$ cat config.mk
export PLATFORM = sky130hd
export DESIGN_NAME = vpp_stats_mc
export DESIGN_NICKNAME = d
export VERILOG_FILES = /design/src/rtl/vpp_stats_pkg.sv /design/src/rtl/vpp_ch_acc.sv /design/src/rtl/vpp_stats_mc.sv
export SDC_FILE = /design/constraint.sdc
export NUM_CORES = 1
export LEC_CHECK = 0
export ABC_AREA = 1
export BUFFER_PORTS_ARGS = -buffer_cell sky130_fd_sc_hd__buf_2
export CORE_MARGIN = 1
export CORE_UTILIZATION = 25
export DETAILED_ROUTE_END_ITERATION = 16
export SYNTH_ARGS = -nofsm -noshare
export SYNTH_HDL_FRONTEND = slang
export SYNTH_SLANG_ARGS = --single-unit
$ cat constraint.sdc
create_clock -name clk -period 8.9 [get_ports clk]
set_clock_uncertainty 0.15 [all_clocks]
set_input_delay 1.78 -clock clk [delete_from_list [all_inputs] [get_ports clk]]
set_output_delay 1.78 -clock clk [all_outputs]
set_load 0.005 [all_outputs]
$ cat src/rtl/vpp_stats_pkg.sv
// Shared helpers for the multi-channel peak-to-peak / mean meter.
// Covers type extremes, channel-index width and accumulator width.
package vpp_stats_pkg;

   localparam int unsigned DEF_DATA_W   = 12;
   localparam int unsigned DEF_WIN_LOG2 = 11;
   localparam int unsigned DEF_NUM_CH   = 4;

   // Channel index width, never below one bit.
   function automatic int unsigned ch_w(input int unsigned num_ch);
      return (num_ch <= 1) ? 1 : $clog2(num_ch);
   endfunction

   function automatic int unsigned sum_w(input int unsigned data_w, input int unsigned win_log2);
      return data_w + win_log2;
   endfunction

   // Extremes of the sample type, returned as a bit pattern in the low data_w bits.
   function automatic logic [63:0] type_min(input int unsigned data_w, input bit sgn);
      return sgn ? (64'(1) << (data_w - 1)) : 64'(0);
   endfunction

   function automatic logic [63:0] type_max(input int unsigned data_w, input bit sgn);
      return sgn ? ((64'(1) << (data_w - 1)) - 64'(1)) : ((64'(1) << data_w) - 64'(1));
   endfunction

endpackage

$ cat src/rtl/vpp_ch_acc.sv
// Per-channel window accumulator: running max/min/sum and sample count.
// Exposes the post-sample values so the top can capture them on close.
module vpp_ch_acc
   import vpp_stats_pkg::*;
#(
   parameter int unsigned DATA_W   = DEF_DATA_W,
   parameter int unsigned WIN_LOG2 = DEF_WIN_LOG2,
   parameter int unsigned SIGNED   = 0
) (
   input  logic                             clk,
   input  logic                             rst,
   input  logic                             clear,
   input  logic                             strobe,
   input  logic [DATA_W-1:0]                data,
   output logic                             close_c,
   output logic [DATA_W-1:0]                nxt_max_c,
   output logic [DATA_W-1:0]                nxt_min_c,
   output logic [sum_w(DATA_W, WIN_LOG2)-1:0] nxt_sum_c
);

   localparam int unsigned SUM_W = sum_w(DATA_W, WIN_LOG2);
   localparam logic [DATA_W-1:0] MIN_V = DATA_W'(type_min(DATA_W, SIGNED != 0));
   localparam logic [DATA_W-1:0] MAX_V = DATA_W'(type_max(DATA_W, SIGNED != 0));

   logic [WIN_LOG2-1:0] count;
   logic [SUM_W-1:0]    sum;
   logic [DATA_W-1:0]   acc_max;
   logic [DATA_W-1:0]   acc_min;
   logic                gt_max;
   logic                lt_min;
   logic [SUM_W-1:0]    data_ext;

   // Signedness-aware compare and accumulator extension.
   always_comb begin
      gt_max   = 1'b0;
      lt_min   = 1'b0;
      data_ext = {{WIN_LOG2{data[DATA_W-1] & (SIGNED != 0)}}, data};
      if (SIGNED != 0) begin
         gt_max = $signed(data) > $signed(acc_max);
         lt_min = $signed(data) < $signed(acc_min);
      end else begin
         gt_max = data > acc_max;
         lt_min = data < acc_min;
      end
      nxt_max_c = gt_max ? data : acc_max;
      nxt_min_c = lt_min ? data : acc_min;
      nxt_sum_c = sum + data_ext;
      close_c   = strobe && (count == {WIN_LOG2{1'b1}});
   end

   // Closing the window returns the channel to its reset state.
   always_ff @(posedge clk or negedge rst) begin
      if (!rst) begin
         count   <= '0;
         sum     <= '0;
         acc_max <= MIN_V;
         acc_min <= MAX_V;
      end else if (clear || close_c) begin
         count   <= '0;
         sum     <= '0;
         acc_max <= MIN_V;
         acc_min <= MAX_V;
      end else if (strobe) begin
         count   <= count + WIN_LOG2'(1);
         sum     <= nxt_sum_c;
         acc_max <= nxt_max_c;
         acc_min <= nxt_min_c;
      end
   end

endmodule

$ cat src/rtl/vpp_stats_mc.sv
// Multi-channel max/min/peak-to-peak/mean meter over power-of-two windows.
// Routes tagged samples to per-channel accumulators and registers one result per close.
module vpp_stats_mc
   import vpp_stats_pkg::*;
#(
   parameter int unsigned DATA_W   = DEF_DATA_W,
   parameter int unsigned WIN_LOG2 = DEF_WIN_LOG2,
   parameter int unsigned NUM_CH   = DEF_NUM_CH,
   parameter int unsigned SIGNED   = 0
) (
   input  logic                      clk,
   input  logic                      rst,
   input  logic                      restart,
   input  logic                      in_valid,
   input  logic [ch_w(NUM_CH)-1:0]   in_ch,
   input  logic [DATA_W-1:0]         in_data,
   output logic                      res_valid,
   output logic [ch_w(NUM_CH)-1:0]   res_ch,
   output logic [DATA_W-1:0]         res_max,
   output logic [DATA_W-1:0]         res_min,
   output logic [DATA_W-1:0]         res_vpp,
   output logic [DATA_W-1:0]         res_mean
);

   localparam int unsigned CH_W  = ch_w(NUM_CH);
   localparam int unsigned SUM_W = sum_w(DATA_W, WIN_LOG2);

   logic [NUM_CH-1:0] strobe;
   logic [NUM_CH-1:0] close;
   logic [DATA_W-1:0] ch_max [NUM_CH];
   logic [DATA_W-1:0] ch_min [NUM_CH];
   logic [SUM_W-1:0]  ch_sum [NUM_CH];

   logic              any_close;
   logic [CH_W-1:0]   sel_ch;
   logic [DATA_W-1:0] sel_max;
   logic [DATA_W-1:0] sel_min;
   logic [SUM_W-1:0]  sel_sum;

   // Out-of-range channel indices match no strobe; restart blocks all strobes.
   for (genvar c = 0; c < NUM_CH; c++) begin : g_ch
      assign strobe[c] = in_valid && !restart && (in_ch == CH_W'(c));

      vpp_ch_acc #(
         .DATA_W   (DATA_W),
         .WIN_LOG2 (WIN_LOG2),
         .SIGNED   (SIGNED)
      ) u_acc (
         .clk       (clk),
         .rst       (rst),
         .clear     (restart),
         .strobe    (strobe[c]),
         .data      (in_data),
         .close_c   (close[c]),
         .nxt_max_c (ch_max[c]),
         .nxt_min_c (ch_min[c]),
         .nxt_sum_c (ch_sum[c])
      );
   end

   // At most one channel closes per cycle, so a priority-free select suffices.
   always_comb begin
      any_close = 1'b0;
      sel_ch    = '0;
      sel_max   = '0;
      sel_min   = '0;
      sel_sum   = '0;
      for (int unsigned c = 0; c < NUM_CH; c++) begin
         if (close[c]) begin
            any_close = 1'b1;
            sel_ch    = CH_W'(c);
            sel_max   = ch_max[c];
            sel_min   = ch_min[c];
            sel_sum   = ch_sum[c];
         end
      end
   end

   // Upper DATA_W bits of the sum are the floor mean for both signednesses.
   always_ff @(posedge clk or negedge rst) begin
      if (!rst) begin
         res_valid <= 1'b0;
         res_ch    <= '0;
         res_max   <= '0;
         res_min   <= '0;
         res_vpp   <= '0;
         res_mean  <= '0;
      end else begin
         res_valid <= any_close;
         if (any_close) begin
            res_ch   <= sel_ch;
            res_max  <= sel_max;
            res_min  <= sel_min;
            res_vpp  <= sel_max - sel_min;
            res_mean <= DATA_W'(sel_sum >> WIN_LOG2);
         end
      end
   end

endmodule
==> results of run 1 <==
==> cell usage after synthesis, types with 26 or more instances <==
cell type	n	area (sq um)
dfrtp_1	235	5880
dfstp_2	48	1260
xor2_1	52	455
nand3_1	189	946
nand2_2	26	163
nor2_1	156	586
o22ai_1	110	688
o21ai_0	182	911
a21oi_1	120	601
nor3_1	27	135
ha_1	152	1900
nand4_1	34	213
inv_1	370	1390
nand2_1	633	2380
clkbuf_1	54	203
==> metal layers <==
layer / part of all wire (%) / wire (um) / global-route usage, % / vias to the layer above
li1: - / - / - / 8753
met1: 47 / 29700 / 22.2 / 8384
met2: 45 / 28100 / 25.6 / 475
met3: 5.6 / 3500 / 2.48 / 104
met4: 2.3 / 1430 / 4.13 / 6
met5: 0.065 / 41 / 0 / -
==> sequential cells by signal, indices dropped and copies added (netlist names) <==
name                count
g_ch.u_acc.acc_max     48
g_ch.u_acc.acc_min     48
g_ch.u_acc.count       44
g_ch.u_acc.sum         92
res_ch                  2
res_max                12
res_mean               12
res_min                12
res_valid               1
res_vpp                12
==> worst max-delay path: stages <==
cell      delay (ns)
buf_2           0.55
ha_1            0.36
nand2_1         0.08
inv_1           0.05
nand2_1         0.06
nand2_1         0.04
a21oi_1         0.29
nand2_2         0.31
o21ai_0         0.41
o221ai_1        0.22
a21oi_1         0.45
ha_1            0.32
a21oi_1         0.25
a21oi_4         0.11
nand2_1         0.09
nand2_2         0.09
nand2_2         0.08
nand3_1         0.06
nand3_1         0.09
nand2_1         0.05
==> report_power, final <==
| group | internal (mW) | switching [mW] | leakage [nW] |
|---|---|---|---|
| clock network | 0.837 | 0.600 | 0.538 |
| registers | 1.44 | 0.0904 | 3.68 |
| logic | 0.374 | 0.712 | 6.71 |
| total | 2.65 | 1.40 | 10.9 |
==> cell families after synthesis <==
family | count (synthesis) | share of synthesized area [%]
xor gates and xnor gates | 65 | 2.93
adders and majority gates | 157 | 10.3
and+or+nand+nor | 1129 | 25.4
buffers and inverters | 461 | 9.32
DFF | 283 | 36.8
AOI/OAI and AO/OA | 508 | 15.2
==> layout make-up <==
class                      count  area, sq um  share of cell area, %
inverter                     384         1450                   6.58
multi-input combinational   1859        10500                   47.7
clock inverter                 5         52.6                  0.239
tap                         1030         1290                   5.86
sequential                   283         7140                   32.5
timing repair buffer          92          531                   2.41
clock buffer                  54         1050                   4.77
==> path summary, 6_finish.rpt <==
| check | to | from | slack, ns | cells past startpoint |
|---|---|---|---|---|
| hold reg to reg | g_ch[1].u_acc.count[4] | g_ch[1].u_acc.count[4] | 0.31 | 1 |
| min in group asynchronous | g_ch[1].u_acc.acc_max[8] | rst | 1.11 | 1 |
| setup / recovery | res_vpp[7] | in_data[7] | 3.43 | 20 |
| hold / removal | g_ch[1].u_acc.count[4] | g_ch[1].u_acc.count[4] | 0.31 | 1 |
| setup reg to reg | res_vpp[11] | g_ch[3].u_acc.acc_min[11] | 4.71 | 16 |
| max in group asynchronous | g_ch[3].u_acc.count[5] | rst | 6.03 | 2 |
==> qor.csv, run 1 <==
metric;value;unit
synth unique cells;59;
layout filler cell count;8239;
Final Instance Area;22000;sq um
IO Pins;69;
Detailed Place HPWL;44200;um
die height;281;um
Die X-Extent;281;um
non-filler cells, final;3707;
critical path startpoint category;primary input;
RSZ-0062 raised after global routing;false;
global route overflow;0;
number of flops mapped to enable cells by yosys;0;
# setup viols final;0;
CP Data Arrival Time;5.77;ns
Overall Power;4.06;mW
clock root cell;clkbuf_16;
Maximum Capacitance Violations;0;
ys flop type;dfrtp_1;
kind of critical path;in -> reg;
largest net degree at the start of global routing;98;
dpl ws;2.94;ns
initial core utilization;25.4;%
initial antenna violation count;4;
post-route minimum period;5.47;ns
placed cell count;3648;
asr flop ratio synth;100;%
CTS sink cnt;283;
sequential area share after synthesis;36.8;%
Setup TNS;0;ns
Via Count;17700;
RD Place Congestion;0.926;
final core utilization;28.8;%
total number of yosys warnings;0;
WL per Instance;16.9;um
cts hold-fix bufs;0;
status;completed;
post-CTS setup buffer count;0;
cells after synthesis;2603;
final hold violations;0;
Peak VDD IR;0.145;mV
commonest non-fill, non-tap cell in the layout;nand2_1;
Clk Latency, worst-skew pair;0.56;ns
Worst Max-Slew Pin Slew;1.02;ns
Total Wirelength;62700;um
most frequent cells in the layout;nand2_1 (632), inv_1 (370), dfrtp_1 (235);
CTS Buf Count;34;
DRC Markers;0;
layout cell share with drive strength beyond 1;10.3;%
Hold Path Class;reg -> reg;
Worst-path clk slew;0.06;ns
Max Clk Rate;0.183;GHz
initial DRC count;1370;
Detail Route Antenna Nets;0;
CTS tree;built;
Clock Tree Buf Depth;3;
syn avg cell area;7.46;sq um
crit path max fanout;21;
core area;76500;sq um
vias in the first global route;16900;
Die Area;78800;sq um
Final Cycle Share;61.5;%
CP endpoint kind;flip-flop;
Post-Synthesis Net Count;2778;
register bit total from synthesis;283;
H-tree depth;2;
setup ws final;3.43;ns
vias per cell;4.78;
first-pass GRT wire length;98300;um
post-layout net count;2829;
Post-CTS Resized;0;
pwr dens;184;nW/um^2
Worst EP required;9.20;ns
DP Area;20900;sq um
P_leak;10.9;nW
buffers added on ports;68;
Total GRT Usage;16.0;%
Mapped Area;19400;sq um
Max Slew Vio Count;0;
worst hold slack;0.312;ns
FP Rows;101;
area grow syn2layout;13.2;%
max_slew headroom;31.5;%
Ant. Diodes;0;
drt pass-1 iters;6;
No activity file was read; power rests on OpenSTA's default activity.
==> run 2: changes to the inputs <==
Clock period 8.9 ns to 5.17 ns, I/O delays scaled along.
==> run 2 against run 1 <==
Non-clock buffer count increased by 32; via count increased by 1.3%; worst hold slack got worse by 0.0039 ns.
==> qor.csv, run 2 (synthesis results as in run 1) <==
metric;value;unit;change
status;completed;;
Critical path origin;in_data[7];;
max reg flops;92;;unchanged
most used cell, CP;a21oi_1;;
clock share of power;34.9;%;-0.5 points
CTS tree;built;;
pwr dens;313;nW/um^2;+70%
IO Pins;69;;unchanged
DP Area;21200;sq um;+1.3%
Max Slew Vio Count;0;;unchanged
Post-CTS Resized;0;;unchanged
DRC Markers;0;;unchanged
vias in the first global route;16900;;+0.20%
clock root cell;clkbuf_16;;
CP endpoint kind;flip-flop;;
kind of critical path;in -> reg;;
CP Cell Sequence;buf_2, ha_1, a21oi_1, nand2_1, a21oi_1, nand2_2, o21ai_0, o221ai_1, a21oi_1, ha_1, a21oi_1, o21bai_1, a21oi_1, nand3_1, nand2_1, nand3_1, nand2_1;;
r2r setup slk;0.91;ns;-3.80 ns
Logic pwr share;27.3;%;+0.5 points
FF-to-FF Start;g_ch[1].u_acc.acc_min[11];;
drt pass-1 iters;8;;+2
H-tree depth;2;;unchanged
FP Rows;101;;unchanged
cts hold-fix bufs;0;;unchanged
Die X-Extent;281;um;unchanged
P_leak;11.1;nW;+1.5%
initial core utilization;25.4;%;unchanged
Sw Ratio;34.7;%;+0.18 points
Top Registers;g_ch.u_acc.sum: 92 flops, g_ch.u_acc.acc_max: 48 flops, g_ch.u_acc.acc_min: 48 flops;;
Peak VDD IR;0.224;mV;+55%
Max Clk Rate;0.211;GHz;
global route overflow;0;;unchanged
crit path max fanout;21;;unchanged
first-pass GRT wire length;98100;um;-0.22%
CP Data Arrival Time;5.09;ns;-0.68 ns
post-route minimum period;4.74;ns;
CTS Buf Count;34;;unchanged
worst hold slack;0.308;ns;-0.00393 ns
WL per Instance;16.8;um;-0.67%
Via Count;18000;;+1.3%
initial DRC count;1580;;+15%
largest net degree at the start of global routing;109;;+11%
Seq pwr share;37.9;%;about the same
core area;76500;sq um;unchanged
vias per cell;4.79;;+0.30%
Worst Max-Slew Pin Slew;1.05;ns;+0.0262 ns
max_slew headroom;30.0;%;-1.6 points
Detailed Place HPWL;46100;um;+4.3%
Detail Route Antenna Nets;0;;unchanged
post-CTS setup buffer count;0;;unchanged
Top reg by flops;g_ch.u_acc.sum;;
CTS sink cnt;283;;unchanged
Total Wirelength;62900;um;+0.32%
buffers added on ports;68;;unchanged
Worst EP required;5.52;ns;-3.68 ns
Total GRT Usage;16.0;%;+0.049 points
delay of the slowest critical-path stage;0.51;ns;-0.04 ns
die height;281;um;unchanged
Crit-path slowest cell;buf_2;;
Die Area;78800;sq um;unchanged
RD Place Congestion;0.885;;-4.5%
critical path startpoint category;primary input;;
Overall Power;6.96;mW;+72%
initial antenna violation count;4;;unchanged
Setup TNS;0;ns;unchanged
Worst-path clk slew;0.06;ns;about the same
layout filler cell count;8230;;-0.11%
Final Cycle Share;91.7;%;
Maximum Capacitance Violations;0;;unchanged
layout cell share with drive strength beyond 1;11.4;%;+1.2 points
final core utilization;29.1;%;+0.34 points
Clk Latency, worst-skew pair;0.56;ns;about the same
Pint;4.54;mW;+71%
Hold Path Class;reg -> reg;;
final hold violations;0;;unchanged
Hold Startpoint;g_ch[1].u_acc.count[4];;
area grow syn2layout;14.6;%;
Clock Tree Buf Depth;3;;unchanged
post-layout net count;2861;;+1.1%
switching power;2.42;mW;+73%
most frequent cells in the layout;nand2_1 (632), inv_1 (370), dfrtp_1 (235);;
RSZ-0062 raised after global routing;false;;
Final Instance Area;22300;sq um;+1.2%
commonest non-fill, non-tap cell in the layout;nand2_1;;
# setup viols final;0;;unchanged
==> run 2: cell count changes in the layout (fill, tap and decap cells not counted), sizes merged <==
cell,before,now
clkinv,6,8
diode,0,2
clkbuf,54,53
buf,92,124
clkinvlp,1,0
inv,381,384
==> run 2: worst max-delay path: cells and delay by family <==
kind	cells	cell delay, ns
buffers and inverters	1	0.51
AND/OR/NAND/NOR	6	0.71
adder cells (fa/ha/maj)	2	0.75
AO/OA/AOI/OAI	8	2.07
==> run 2: area by class of cell <==
class                           count  area (sq um)  share of cell area, %
Clock buffer                       53          1000                   4.50
Sequential cell                   283          7140                   32.1
Clock inverter                      9          92.6                  0.416
Tap cell                         1030          1290                   5.79
Inverter                          384          1450                   6.50
Multi-Input combinational cell   1859         10500                   47.1
Timing Repair Buffer              124           796                   3.57
Antenna cell                        2          5.00                 0.0225
==> run 2: layer usage <==
layer	up-vias	part of all wire [%]	global-route usage [%]
met3	106	7.4	3.18
li1	8821	-	-
met4	6	3.0	5.03
met2	559	44	25.0
met1	8460	46	22.1
met5	-	0.068	0
==> run 2: worst paths after layout <==
kind,to,cells after the start
max,res_vpp[10],17
min,g_ch[1].u_acc.count[4],1
max reg2reg,res_vpp[10],19
min reg2reg,g_ch[1].u_acc.count[4],1
max in group asynchronous,g_ch[2].u_acc.count[8],2
min in group asynchronous,g_ch[0].u_acc.acc_max[10],1
==> run 2: power groups by stage <==
stage / Combinational (mW) / Clock (mW) / Sequential (mW)
6_report: 1.90 / 2.43 / 2.64
5_1_grt: 2.16 / 2.57 / 2.67
4_1_cts: 1.89 / 2.48 / 2.63
3_5_place_dp: 1.88 / 0 / 2.67
3_3_place_gp: 1.86 / 0 / 2.67
2_1_floorplan: 1.40 / 0 / 2.63
==> run 2: stage by stage <==
step	instances	setup WS (ns)
detailed placement	3680	-0.00645
floorplan	2603	1.14
global route	3742	0.196
finish	3744	0.428
global placement	3680	0.0112
CTS	3742	0.559
